==> config.mk <==
export PLATFORM = sky130hd
export DESIGN_NAME = instruction_fetcher_flat
export DESIGN_NICKNAME = d
export VERILOG_FILES = /design/src/rtl/instruction_fetcher_if.sv /design/src/rtl/instruction_fetcher.sv /design/src/flat_wrapper.sv
export SDC_FILE = /design/constraint.sdc
export NUM_CORES = 1
export LEC_CHECK = 0
export ABC_CLOCK_PERIOD_IN_PS = 3450
export CAP_MARGIN = 20
export CORE_UTILIZATION = 52
export DETAILED_ROUTE_END_ITERATION = 10
export PLACE_DENSITY = 0.8
export SKIP_LAST_GASP = 1
export SLEW_MARGIN = 10
export SYNTH_ARGS = -nofsm -noshare
export SYNTH_HDL_FRONTEND = slang
export SYNTH_SLANG_ARGS = --single-unit
export TNS_END_PERCENT = 1
==> constraint.sdc <==
create_clock -name clock -period 3.45 [get_ports clock]
set_clock_uncertainty 0.15 [all_clocks]
set_input_delay 0.69 -clock clock [delete_from_list [all_inputs] [get_ports clock]]
set_output_delay 0.69 -clock clock [all_outputs]
set_load 0.02 [all_outputs]
==> src/rtl/instruction_fetcher_if.sv <==
`default_nettype none
// ============================================================================
//  Module   : instruction_fetcher_if
//  Purpose  : Groups the instruction-cache read handshake, the redirect
//             strobe and the decode hand-off of the instruction fetcher.
//             master = fetcher view, slave = cache/decode/branch view.
//  Revision : 1.0 - initial release
// ============================================================================
interface instruction_fetcher_if;
    logic        fetch_enable;
    logic        read_enable;
    logic [63:0] address;
    logic [2:0]  data_size;
    logic        send_enable;
    logic [63:0] data;
    logic        send_complete;
    logic        redirect_valid;
    logic [63:0] redirect_pc;
    logic        instr_valid;
    logic [31:0] instr;
    logic [63:0] instr_pc;
    logic        decode_ready;

    modport master (
        input  fetch_enable,
        output read_enable,
        output address,
        output data_size,
        input  send_enable,
        input  data,
        output send_complete,
        input  redirect_valid,
        input  redirect_pc,
        output instr_valid,
        output instr,
        output instr_pc,
        input  decode_ready
    );

    modport slave (
        output fetch_enable,
        input  read_enable,
        input  address,
        input  data_size,
        output send_enable,
        output data,
        input  send_complete,
        output redirect_valid,
        output redirect_pc,
        input  instr_valid,
        input  instr,
        input  instr_pc,
        output decode_ready
    );
endinterface
`default_nettype wire

==> src/rtl/instruction_fetcher.sv <==
`default_nettype none
// ============================================================================
//  Module   : instruction_fetcher
//  Purpose  : Single-outstanding instruction fetch engine. Requests one 4-byte
//             instruction from the cache, acknowledges it, holds it for decode
//             and advances the PC (or follows a redirect). A redirect arriving
//             while a cache transaction is in flight lets the transaction
//             finish, drops its instruction and restarts at the latest target.
//  Revision : 1.0 - initial release
// ============================================================================
module instruction_fetcher #(
    parameter logic [63:0] ENTRY_PC = 64'h0
) (
    input  wire logic              clock,
    input  wire logic              reset,
    instruction_fetcher_if.master  bus
);

    typedef enum logic [1:0] {
        ST_IDLE    = 2'd0,
        ST_REQUEST = 2'd1,
        ST_RELEASE = 2'd2,
        ST_HOLD    = 2'd3
    } state_t;

    state_t      r_state;
    logic [63:0] r_pc;
    logic        r_kill;
    logic [63:0] r_target;
    logic        r_read_enable;
    logic [63:0] r_address;
    logic        r_send_complete;
    logic        r_instr_valid;
    logic [31:0] r_instr;
    logic [63:0] r_instr_pc;

    logic [63:0] w_redirect_aligned;
    logic        w_kill;
    logic [63:0] w_target;
    logic [63:0] w_pc_inc;
    logic        w_unused_bits;

    // Redirect targets are forced to 4-byte alignment; a redirect seen in the
    // same cycle as the kill decision is folded in so the newest target wins.
    assign w_redirect_aligned = {bus.redirect_pc[63:2], 2'b00};
    assign w_kill             = r_kill | bus.redirect_valid;
    assign w_target           = bus.redirect_valid ? w_redirect_aligned : r_target;
    assign w_pc_inc           = r_pc + 64'd4;
    assign w_unused_bits      = ^{bus.data[63:32], bus.redirect_pc[1:0]};

    assign bus.read_enable   = r_read_enable;
    assign bus.address       = r_address;
    assign bus.data_size     = 3'd2;
    assign bus.send_complete = r_send_complete;
    assign bus.instr_valid   = r_instr_valid;
    assign bus.instr         = r_instr;
    assign bus.instr_pc      = r_instr_pc;

    // Fetch FSM: all handshake outputs are produced as registers alongside
    // the state so the cache and decode see glitch-free signals.
    always_ff @(posedge clock or negedge reset) begin
        if (!reset) begin
            r_state         <= ST_IDLE;
            r_pc            <= ENTRY_PC;
            r_kill          <= 1'b0;
            r_target        <= 64'd0;
            r_read_enable   <= 1'b0;
            r_address       <= 64'd0;
            r_send_complete <= 1'b0;
            r_instr_valid   <= 1'b0;
            r_instr         <= 32'd0;
            r_instr_pc      <= 64'd0;
        end else begin
            r_send_complete <= 1'b0;
            case (r_state)
                ST_IDLE: begin
                    if (bus.redirect_valid) begin
                        r_pc <= w_redirect_aligned;
                    end
                    if (bus.fetch_enable) begin
                        r_state       <= ST_REQUEST;
                        r_read_enable <= 1'b1;
                        r_address     <= bus.redirect_valid ? w_redirect_aligned : r_pc;
                    end
                end

                ST_REQUEST: begin
                    if (bus.redirect_valid) begin
                        r_kill   <= 1'b1;
                        r_target <= w_redirect_aligned;
                    end
                    if (bus.send_enable) begin
                        r_read_enable   <= 1'b0;
                        r_send_complete <= 1'b1;
                        r_state         <= ST_RELEASE;
                        // A killed fetch is still acknowledged but never captured
                        if (!w_kill) begin
                            r_instr    <= bus.data[31:0];
                            r_instr_pc <= r_pc;
                        end
                    end
                end

                ST_RELEASE: begin
                    if (bus.redirect_valid) begin
                        r_kill   <= 1'b1;
                        r_target <= w_redirect_aligned;
                    end
                    if (!bus.send_enable) begin
                        if (w_kill) begin
                            r_kill        <= 1'b0;
                            r_pc          <= w_target;
                            r_address     <= w_target;
                            r_read_enable <= 1'b1;
                            r_state       <= ST_REQUEST;
                        end else begin
                            r_instr_valid <= 1'b1;
                            r_state       <= ST_HOLD;
                        end
                    end
                end

                ST_HOLD: begin
                    // Redirect outranks decode_ready; the held instr is dropped
                    if (bus.redirect_valid) begin
                        r_pc          <= w_redirect_aligned;
                        r_address     <= w_redirect_aligned;
                        r_instr_valid <= 1'b0;
                        r_read_enable <= 1'b1;
                        r_state       <= ST_REQUEST;
                    end else if (bus.decode_ready) begin
                        r_pc          <= w_pc_inc;
                        r_instr_valid <= 1'b0;
                        if (bus.fetch_enable) begin
                            r_address     <= w_pc_inc;
                            r_read_enable <= 1'b1;
                            r_state       <= ST_REQUEST;
                        end else begin
                            r_state <= ST_IDLE;
                        end
                    end
                end

                default: begin
                    r_state <= ST_IDLE;
                end
            endcase
        end
    end

endmodule
`default_nettype wire

==> src/flat_wrapper.sv <==
// flat-port wrapper written by rule: the top's interface ports become plain ports
module instruction_fetcher_flat 
#(
    parameter logic [63:0] ENTRY_PC = 64'h0
)
  (clock, reset, bus_fetch_enable, bus_read_enable, bus_address, bus_data_size, bus_send_enable, bus_data, bus_send_complete, bus_redirect_valid, bus_redirect_pc, bus_instr_valid, bus_instr, bus_instr_pc, bus_decode_ready);
  instruction_fetcher_if bus_i ();
  input  wire logic clock;
  input  wire logic reset;
  input wire logic [$bits(bus_i.fetch_enable)-1:0] bus_fetch_enable;
  output wire logic [$bits(bus_i.read_enable)-1:0] bus_read_enable;
  output wire logic [$bits(bus_i.address)-1:0] bus_address;
  output wire logic [$bits(bus_i.data_size)-1:0] bus_data_size;
  input wire logic [$bits(bus_i.send_enable)-1:0] bus_send_enable;
  input wire logic [$bits(bus_i.data)-1:0] bus_data;
  output wire logic [$bits(bus_i.send_complete)-1:0] bus_send_complete;
  input wire logic [$bits(bus_i.redirect_valid)-1:0] bus_redirect_valid;
  input wire logic [$bits(bus_i.redirect_pc)-1:0] bus_redirect_pc;
  output wire logic [$bits(bus_i.instr_valid)-1:0] bus_instr_valid;
  output wire logic [$bits(bus_i.instr)-1:0] bus_instr;
  output wire logic [$bits(bus_i.instr_pc)-1:0] bus_instr_pc;
  input wire logic [$bits(bus_i.decode_ready)-1:0] bus_decode_ready;
  assign bus_i.fetch_enable = bus_fetch_enable;
  assign bus_read_enable = bus_i.read_enable;
  assign bus_address = bus_i.address;
  assign bus_data_size = bus_i.data_size;
  assign bus_i.send_enable = bus_send_enable;
  assign bus_i.data = bus_data;
  assign bus_send_complete = bus_i.send_complete;
  assign bus_i.redirect_valid = bus_redirect_valid;
  assign bus_i.redirect_pc = bus_redirect_pc;
  assign bus_instr_valid = bus_i.instr_valid;
  assign bus_instr = bus_i.instr;
  assign bus_instr_pc = bus_i.instr_pc;
  assign bus_i.decode_ready = bus_decode_ready;
  instruction_fetcher #(.ENTRY_PC(ENTRY_PC)) u_core (.clock(clock), .reset(reset), .bus(bus_i));
endmodule
**Yosys cells after proc, flatten, opt, wreduce, memory -nomap -nowiden**

Cells that the tools add are included.
W data, S select, Z words.

- Bits in registers: 294
- Bits of input ports: 134
- Output and inout port bits: 166
- Logic and storage cells: 72

- Add/sub/neg operators: 1
- Equal/unequal tests: 10
- Mux-type cells: 38
- Bitwise gates (word level): 2
- Reduce and logical (&&, ||, !) cells: 11

Operator list:

| kind | count |
|---|---|
| $mux W64 | 10 |
| $pmux W64 S3 | 2 |
| $add A64 B3 Y64 const B | 1 |
| $mux W1 | 16 |
| $reduce_and A4 Y1 | 4 |
| $mux W2 | 6 |
| $ne A2 B2 Y1 const B | 4 |
| $pmux W2 S4 | 1 |
| $ne A3 B3 Y1 const B | 2 |
| $reduce_and A6 Y1 | 1 |
| $eq A2 B2 Y1 const B | 2 |
| $pmux W1 S2 | 2 |
| $pmux W1 S4 | 1 |
| $reduce_bool A2 Y1 | 2 |
| $reduce_and A3 Y1 | 1 |
| $reduce_bool A3 Y1 | 1 |
| $eq A2 B1 Y1 const B | 1 |
| $logic_not A2 Y1 | 1 |
| $ne A2 B1 Y1 const B | 1 |
| $reduce_or A2 Y1 | 1 |
| $not A1 Y1 | 1 |
| $or A1 B1 Y1 | 1 |

**Logic depth before layout (Yosys ltp)**

Gate-level depths: netlist of run 1.

- Depth after elaboration: 5
- Mapped depth: 10
- Mapped depth without buffers: 8

**Worst setup path after synthesis of run 1**

OpenSTA, ideal clock, no wires.

- Path type: in2reg
- Start point: input port bus_redirect_valid
- End point: register u_core.r_instr[0] (netlist: u_core.bus.instr[0])
- Setup time: 0.125 ns
- Data arrival time: 2.359 ns
- Data required time: 3.175 ns
- Path slack: 0.816 ns
- Stages on the path: 5
- Cells stage by stage: clkbuf_1 > nor3b_1 > clkbuf_1 > clkbuf_1 > mux2_2

- Longest elaborated chain between the ends: 3

RTL lines:

| item | line | RTL |
|---|---|---|
| start: declaration | flat_wrapper.sv:17 | `input wire logic [$bits(bus_i.redirect_valid)-1:0] bus_redirect_valid;` |
| $or A1 B1 Y1 | instruction_fetcher.sv:46 | `assign w_kill = r_kill \| bus.redirect_valid;` |
| $not A1 Y1 (no line) | n/a |  |
| $reduce_and A3 Y1 (no line) | n/a |  |
| end signal: assignment | instruction_fetcher.sv:98 | `r_instr <= bus.data[31:0];` |
| end: declaration | instruction_fetcher.sv:34 | `logic [31:0] r_instr;` |

Every way passes these cells.
A chain may end at the register's enable or synchronous reset.

**Worst setup path in the final report of run 1**

- Start point: register u_core.r_pc[4]
- End point: register u_core.r_address[61] (netlist: u_core.bus.address[61])

- Longest elaborated chain between the ends: 5

RTL lines:

| item | line | RTL |
|---|---|---|
| start: declaration | instruction_fetcher.sv:27 | `logic [63:0] r_pc;` |
| start signal: assignment | instruction_fetcher.sv:78 | `r_pc <= w_redirect_aligned;` |
| start signal: assignment | instruction_fetcher.sv:112 | `r_pc <= w_target;` |
| start signal: assignment | instruction_fetcher.sv:126 | `r_pc <= w_redirect_aligned;` |
| $add A64 B3 Y64 | instruction_fetcher.sv:48 | `assign w_pc_inc = r_pc + 64'd4;` |
| $mux W64 | instruction_fetcher.sv:134 | `if (bus.fetch_enable) begin` |
| $mux W64 | instruction_fetcher.sv:131 | `end else if (bus.decode_ready) begin` |
| $mux W64 | instruction_fetcher.sv:125 | `if (bus.redirect_valid) begin` |
| $pmux W64 S3 | instruction_fetcher.sv:75 | `case (r_state)` |
| end signal: assignment | instruction_fetcher.sv:83 | `r_address <= bus.redirect_valid ? w_redirect_aligned : r_pc;` |
| end signal: assignment | instruction_fetcher.sv:127 | `r_address <= w_redirect_aligned;` |
| end signal: assignment | instruction_fetcher.sv:135 | `r_address <= w_pc_inc;` |
| end: declaration | instruction_fetcher.sv:31 | `logic [63:0] r_address;` |

Every way passes these cells. The select of a mux whose other input is x is not followed.

==> metrics.yaml, run 1 <==
outcome: "finished clean"
min_period_ns: 3.135
synth_seq_cells: 294
syn-cell-area_mm2: 0.01471
grt_pass1_wl_um: 66800
cp.buffers_inverters: 0
rsz0062_at_grt: "no"
ant_nets: 0
cpPeakStageDelay_ns: 0.84
fin_crit_sh_pct: 90.87
grt_overflow: 0
htree_num_levels: 1
core_mm2: 0.02778
place_area_mm2: 0.01777
synth-edff-count: 0
setup_viol: 0
die_y_um: 170.2
clockBufferDepth: 3
powerDensity_mw_per_mm2: 1013
slew_viol_final: 0
synth-seq-area-share_pct: 50.03
vias: 12452
track_usage_pct: 29.55
route.detailed.drc: 0
cp_max_fo: 10
leakagePower_nw: 7.799
root_buffer: "clkbuf_16"
start_util_pct: 52.93
maxCapViolCount: 0
rows: 61
syn_inst: 1419
antenna_found_initial: 3
cp.arrival_ns: 3.47
path_cells: "and4_1 -> nand4_1 -> or4_1 -> o31a_1 -> a311oi_1 -> mux2_2"
final_nets: 1770
cp-start-kind: "register"
hold_path.class: "reg2reg"
finalHoldViolations: 0
drt_iter0_markers: 1397
firstDrtPassIters: 8
vdd_ir_drop_max_v: 0.0006182
finalWeightedCongestion: 0.8769
cts_setup_buffers: 0
ys_warn_count: 0
finalWirelength_um: 42910
fp.dieW_um: 170.2
clock_latency_ns: 0.56
wl_per_cell_um: 21.09
crit_slowest_cell: "or4_1"
ys_dominant_reg_cell: "dfrtp_1"
cp_top_family: "simple AND/OR/NAND/NOR gates"
drive_gt1_share_pct: 18.19
die_area_mm2: 0.02896
cts_buffers: 31
port_buffers: 262
pin_count: 300
clock_sinks: 294
clk_pin_slew_ns: 0.06
avgSynthCellArea_um2: 10.36
tightestPinTransition_ns: 0.8067
cts.repair.resized: 0
grt_max_degree: 88
finalSetupTns_ns: 0
crit_type: "reg2reg"
fin_area_mm2: 0.01881
relSlewSlack_pct: 46.16
cp.required_ns: 3.79
ys_async_sr_fraction_pct: 100.0
endpoint_kind: "register"
cts_tree: "built"
ys_types: 70
max_freq_mhz: 319.0
area_growth_syn_to_layout_pct: 27.92
cts_hold_buf: 1
grt_pass1_vias: 12202
routed_via_density: 6.119
dpl.hpwl_um: 28390
==> sequential cells by signal (all words and copies together), names as in the netlist <==
signal and count:
u_core.r_state 2, u_core.bus.instr_pc 64, u_core.r_pc 64, u_core.bus.read_enable 1, u_core.bus.address 64, u_core.bus.instr_valid 1
u_core.r_target 64, u_core.bus.send_complete 1, u_core.r_kill 1, u_core.bus.instr 32
==> metal layers <==
layer | routed length [µm] | share of wire (%) | global-route usage (%)
met5 | 11 | 0.026 | 0
met4 | 1542 | 3.6 | 11.67
met3 | 4068 | 9.5 | 5.767
met2 | 19880 | 46 | 46.85
met1 | 17410 | 41 | 39.98
==> per-stage QoR <==
stage          total power [mW]  setup WS, ns  hold slack [ns]  utilization, %  std cells
6_report                  19.06        0.3149           0.3376           67.71       2035
4_1_cts                   19.02        0.4215           0.3367           67.70       2033
3_3_place_gp              15.21        0.5024           0.3107           63.98       1975
3_5_place_dp              15.59        0.4418           0.3114           63.98       1975
5_1_grt                   20.08        0.1798           0.3657           67.71       2035
2_1_floorplan             11.87        0.8159           0.2444               -       1420
==> worst register-to-register path: cells and delay by family, from the launching register on <==
kind | cells | cell delay, ns
simple gates | 3 | 1.44
compound gates | 2 | 0.73
mux | 1 | 0.24
flops | 1 | 0.51
==> Yosys cell counts (4+ instances only) <==
| library cell | n | area share (%) |
|---|---|---|
| a211oi_1 | 6 | 0.31 |
| a21oi_1 | 76 | 2.6 |
| a221o_1 | 4 | 0.27 |
| a221oi_1 | 23 | 1.4 |
| a22o_1 | 10 | 0.60 |
| a22oi_1 | 25 | 1.3 |
| a2bb2oi_1 | 11 | 0.66 |
| a31oi_1 | 21 | 0.89 |
| and2_1 | 13 | 0.55 |
| and3_1 | 15 | 0.64 |
| and4_1 | 11 | 0.66 |
| buf_1 | 24 | 0.61 |
| buf_2 | 20 | 0.68 |
| buf_4 | 4 | 0.20 |
| clkbuf_1 | 80 | 2.0 |
| dfrtp_1 | 294 | 50 |
| ha_1 | 5 | 0.43 |
| inv_1 | 20 | 0.51 |
| mux2_2 | 185 | 14 |
| mux2i_1 | 16 | 1.1 |
| nand2_1 | 149 | 3.8 |
| nand2b_1 | 7 | 0.30 |
| nand3_1 | 29 | 0.99 |
| nand4_1 | 23 | 0.98 |
| nor2_1 | 83 | 2.1 |
| nor2b_1 | 5 | 0.21 |
| nor3_1 | 17 | 0.58 |
| nor4_1 | 17 | 0.72 |
| o211ai_1 | 4 | 0.20 |
| o21a_1 | 7 | 0.36 |
| o21ai_0 | 89 | 3.0 |
| o22a_1 | 4 | 0.24 |
| o2bb2ai_1 | 8 | 0.48 |
| o31ai_1 | 14 | 0.71 |
| or4_1 | 5 | 0.26 |
| xnor2_1 | 33 | 2.0 |
| xor2_1 | 6 | 0.36 |
==> where the power goes <==
part | switching [mW] | internal, mW
Clock | 1.41 | 1.97
Sequential | 1.55 | 5.10
Combinational | 4.74 | 4.28
==> final cells by class <==
| type | count | area, µm² |
|---|---|---|
| Clock buffer | 41 | 863.3 |
| Fill cell | 2129 | 8970 |
| Inverter | 20 | 75.07 |
| Multi-Input combinational cell | 975 | 6773 |
| Tap cell | 378 | 473.0 |
| Sequential cell | 294 | 7357 |
| Clock inverter | 16 | 160.2 |
| Antenna cell | 2 | 5.005 |
| Timing Repair Buffer | 309 | 3105 |
==> cells in the final DEF, fill, tap and decap left out, types with 21 or more instances in the layout <==
master           count
a221oi_1            23
a31oi_1             21
o21ai_0             89
nand4_1             23
clkdlybuf4s50_1    260
nand3_1             29
dfrtp_1            294
nor2_1              81
buf_4               37
clkbuf_16           31
a21oi_1             76
a22oi_1             25
xnor2_1             33
mux2_2             185
nand2_1            148
==> path summary, 6_finish.rpt <==
check                                             startpoint                                 end  slack, ns  cells after the start
min reg2reg                u_core.bus.address[3]$_DFFE_PN0P_   u_core.bus.address[3]$_DFFE_PN0P_       0.34                      2
max reg2reg                       u_core.r_pc[4]$_DFFE_PN0P_  u_core.bus.address[61]$_DFFE_PN0P_       0.31                      6
min                        u_core.bus.address[3]$_DFFE_PN0P_   u_core.bus.address[3]$_DFFE_PN0P_       0.34                      2
max                               u_core.r_pc[4]$_DFFE_PN0P_  u_core.bus.address[61]$_DFFE_PN0P_       0.31                      6
min in group asynchronous                              reset   u_core.bus.address[9]$_DFFE_PN0P_       0.54                      2
max in group asynchronous                              reset     u_core.r_target[57]$_DFFE_PN0P_       1.67                      3
==> kinds of logic after synthesis <==
| family | after synthesis | synth area share (%) |
|---|---|---|
| compound gates | 336 | 15.01 |
| xor+xnor | 39 | 2.323 |
| fa+ha+maj | 5 | 0.4254 |
| buf+inv | 151 | 4.152 |
| flops | 294 | 50.03 |
| mux | 201 | 15.26 |
| other cells | 2 | 0.05107 |
| simple gates | 391 | 12.75 |
Power figures use the tool's default switching activity.
==> run 2: changes to the inputs <==
--- a/config.mk
+++ b/config.mk
@@ -7,11 +7,13 @@
 export LEC_CHECK = 0
 export ABC_CLOCK_PERIOD_IN_PS = 3450
 export CAP_MARGIN = 20
+export CORE_MARGIN = 2
 export CORE_UTILIZATION = 52
 export DETAILED_ROUTE_END_ITERATION = 10
 export PLACE_DENSITY = 0.8
+export REMOVE_ABC_BUFFERS = 1
 export SKIP_LAST_GASP = 1
-export SLEW_MARGIN = 10
+export SLEW_MARGIN = 5
 export SYNTH_ARGS = -nofsm -noshare
 export SYNTH_HDL_FRONTEND = slang
 export SYNTH_SLANG_ARGS = --single-unit
==> run 2 against run 1 <==
The flow now finishes with violations (hold timing). Non-clock buffer count up 2. Combinational power about the same. Sequential share of layout area down 0.33 points. Routed wire length up 0.19%. Clock power up 13%. Sequential cell count unchanged. Largest power group unchanged.
==> metrics.yaml, run 2 (synthesized netlist as in run 1, its figures left out) <==
rrSetupSlack_ns: 0.26
die_area_mm2: 0.02964
cts_buffers: 31
core_mm2: 0.02778
routed_via_density: 6.080
fp.dieW_um: 172.2
grt_overflow: 0
wl_per_cell_um: 21.12
place_area_mm2: 0.01780
crit_type: "reg2reg"
port_buffers: 262
vdd_ir_drop_max_v: 0.0006094
cp-start-kind: "register"
slew_viol_final: 0
cp_max_fo: 8
grt_use_met1_pct: 38.10
route.detailed.drc: 0
clock_latency_ns: 0.56
track_usage_pct: 28.87
area_growth_syn_to_layout_pct: 29.01
fillers: 2073
r2r_cells: 6
grt_max_degree: 85
die_y_um: 172.2
vias: 12379
cts_setup_buffers: 0
finalWirelength_um: 42990
r2r-end: "u_core.r_pc[50]$_DFFE_PN0P_"
start_util_pct: 52.93
cts_hold_buf: 0
grt_util_met2_pct: 48.91
max_freq_mhz: 313.0
endpoint_kind: "register"
failed_checks: "hold timing"
dpl.hpwl_um: 28630
total_power_mw: 19.48
rows: 61
cts.repair.resized: 0
rsz0062_at_grt: "no"
ant_nets: 0
grt.met3_usage_pct: 5.241
drt_iter0_markers: 1258
clockBufferDepth: 3
clock_sinks: 294
leakagePower_nw: 7.867
layout_common_cells: "294 x dfrtp_1, 260 x clkdlybuf4s50_1, 185 x mux2_2"
root_buffer: "clkbuf_16"
pin_count: 300
drive_gt1_share_pct: 18.52
tightestPinTransition_ns: 0.7715
final_nets: 1772
fin_crit_sh_pct: 92.60
hold_path.class: "in2async"
powerDensity_mw_per_mm2: 1027
htree_num_levels: 1
grt-busiest-layer: "met2"
diodes: 0
grt_pass1_wl_um: 67330
reg2reg_from: "u_core.r_pc[19]$_DFFE_PN0P_"
cp.required_ns: 3.80
clk_pin_slew_ns: 0.07
cts_tree: "built"
finalHoldViolations: 6
setup_viol: 0
finalSetupTns_ns: 0
relSlewSlack_pct: 48.51
firstDrtPassIters: 5
antenna_found_initial: 0
mostFrequentLayoutCell: "dfrtp_1"
maxCapViolCount: 0
grt_pass1_vias: 12450
min_period_ns: 3.195
finalWeightedCongestion: 0.8204
fin_area_mm2: 0.01897
whs_ns: -0.01478
cp.arrival_ns: 3.54
outcome: "complete, but fails checks"
## run 2: cell count changes in the layout (fill, tap and decap cells not counted)
cell,delta
inv_6,+1
clkinvlp_4,+2
buf_4,+3
bufinv_16,+6
clkinv_4,+3
clkbuf_1,-2
dlygate4sd3_1,-1
clkinv_2,-6
clkbuf_8,-3
diode_2,-2
## run 2: how the worst max path moves through the flow
stage | end | cells after the start | from | slack [ns]
2_1_floorplan | u_core.bus.instr[0]$_DFFE_PN0P_ | 3 | bus_send_enable | -5.36
3_3_place_gp | u_core.r_pc[57]$_DFFE_PN0P_ | 7 | bus_decode_ready | 0.48
3_5_place_dp | u_core.bus.address[50]$_DFFE_PN0P_ | 6 | u_core.r_pc[19]$_DFFE_PN0P_ | 0.40
4_1_cts | u_core.r_pc[50]$_DFFE_PN0P_ | 6 | u_core.r_pc[19]$_DFFE_PN0P_ | 0.37
5_1_grt | u_core.bus.address[34]$_DFFE_PN0P_ | 9 | u_core.r_pc[2]$_DFFE_PN0P_ | 0.09
6_report | u_core.r_pc[50]$_DFFE_PN0P_ | 6 | u_core.r_pc[19]$_DFFE_PN0P_ | 0.26
## run 2: worst max-delay path, stage by stage, from the launching register on
cell      delay [ns]
dfrtp_1         0.49
nand4_1         0.26
or4_1           0.77
nor4_1          0.65
a21oi_1         0.14
a311oi_1        0.43
mux2_2          0.24
## run 2: through the flow
stage,util (%),setup slack [ns],instances
4_1_cts,68.29,0.3738,2036
3_3_place_gp,64.06,0.4774,1978
3_5_place_dp,64.06,0.4000,1978
5_1_grt,68.29,0.08557,2036
2_1_floorplan,-,-5.365,1289
6_report,68.29,0.2552,2036
## run 2: layout make-up
type | instances | area [µm²] | share of cell area [%]
tap | 378 | 473.0 | 2.493
clock buffer | 36 | 814.5 | 4.294
multi-input combinational | 975 | 6773 | 35.70
sequential | 294 | 7357 | 38.78
inverter | 20 | 75.07 | 0.3957
timing repair buffer | 311 | 3118 | 16.44
clock inverter | 22 | 360.3 | 1.899
## run 2: report_power, final
group	switching [mW]	internal, mW
logic	4.75	4.28
clock network	1.44	2.37
registers	1.54	5.10
## run 2: routing by layer
layer	wire, µm	part of all wire, %
met1	17300	40
met2	20880	49
met3	3695	8.6
met4	1117	2.6
met5	0	0
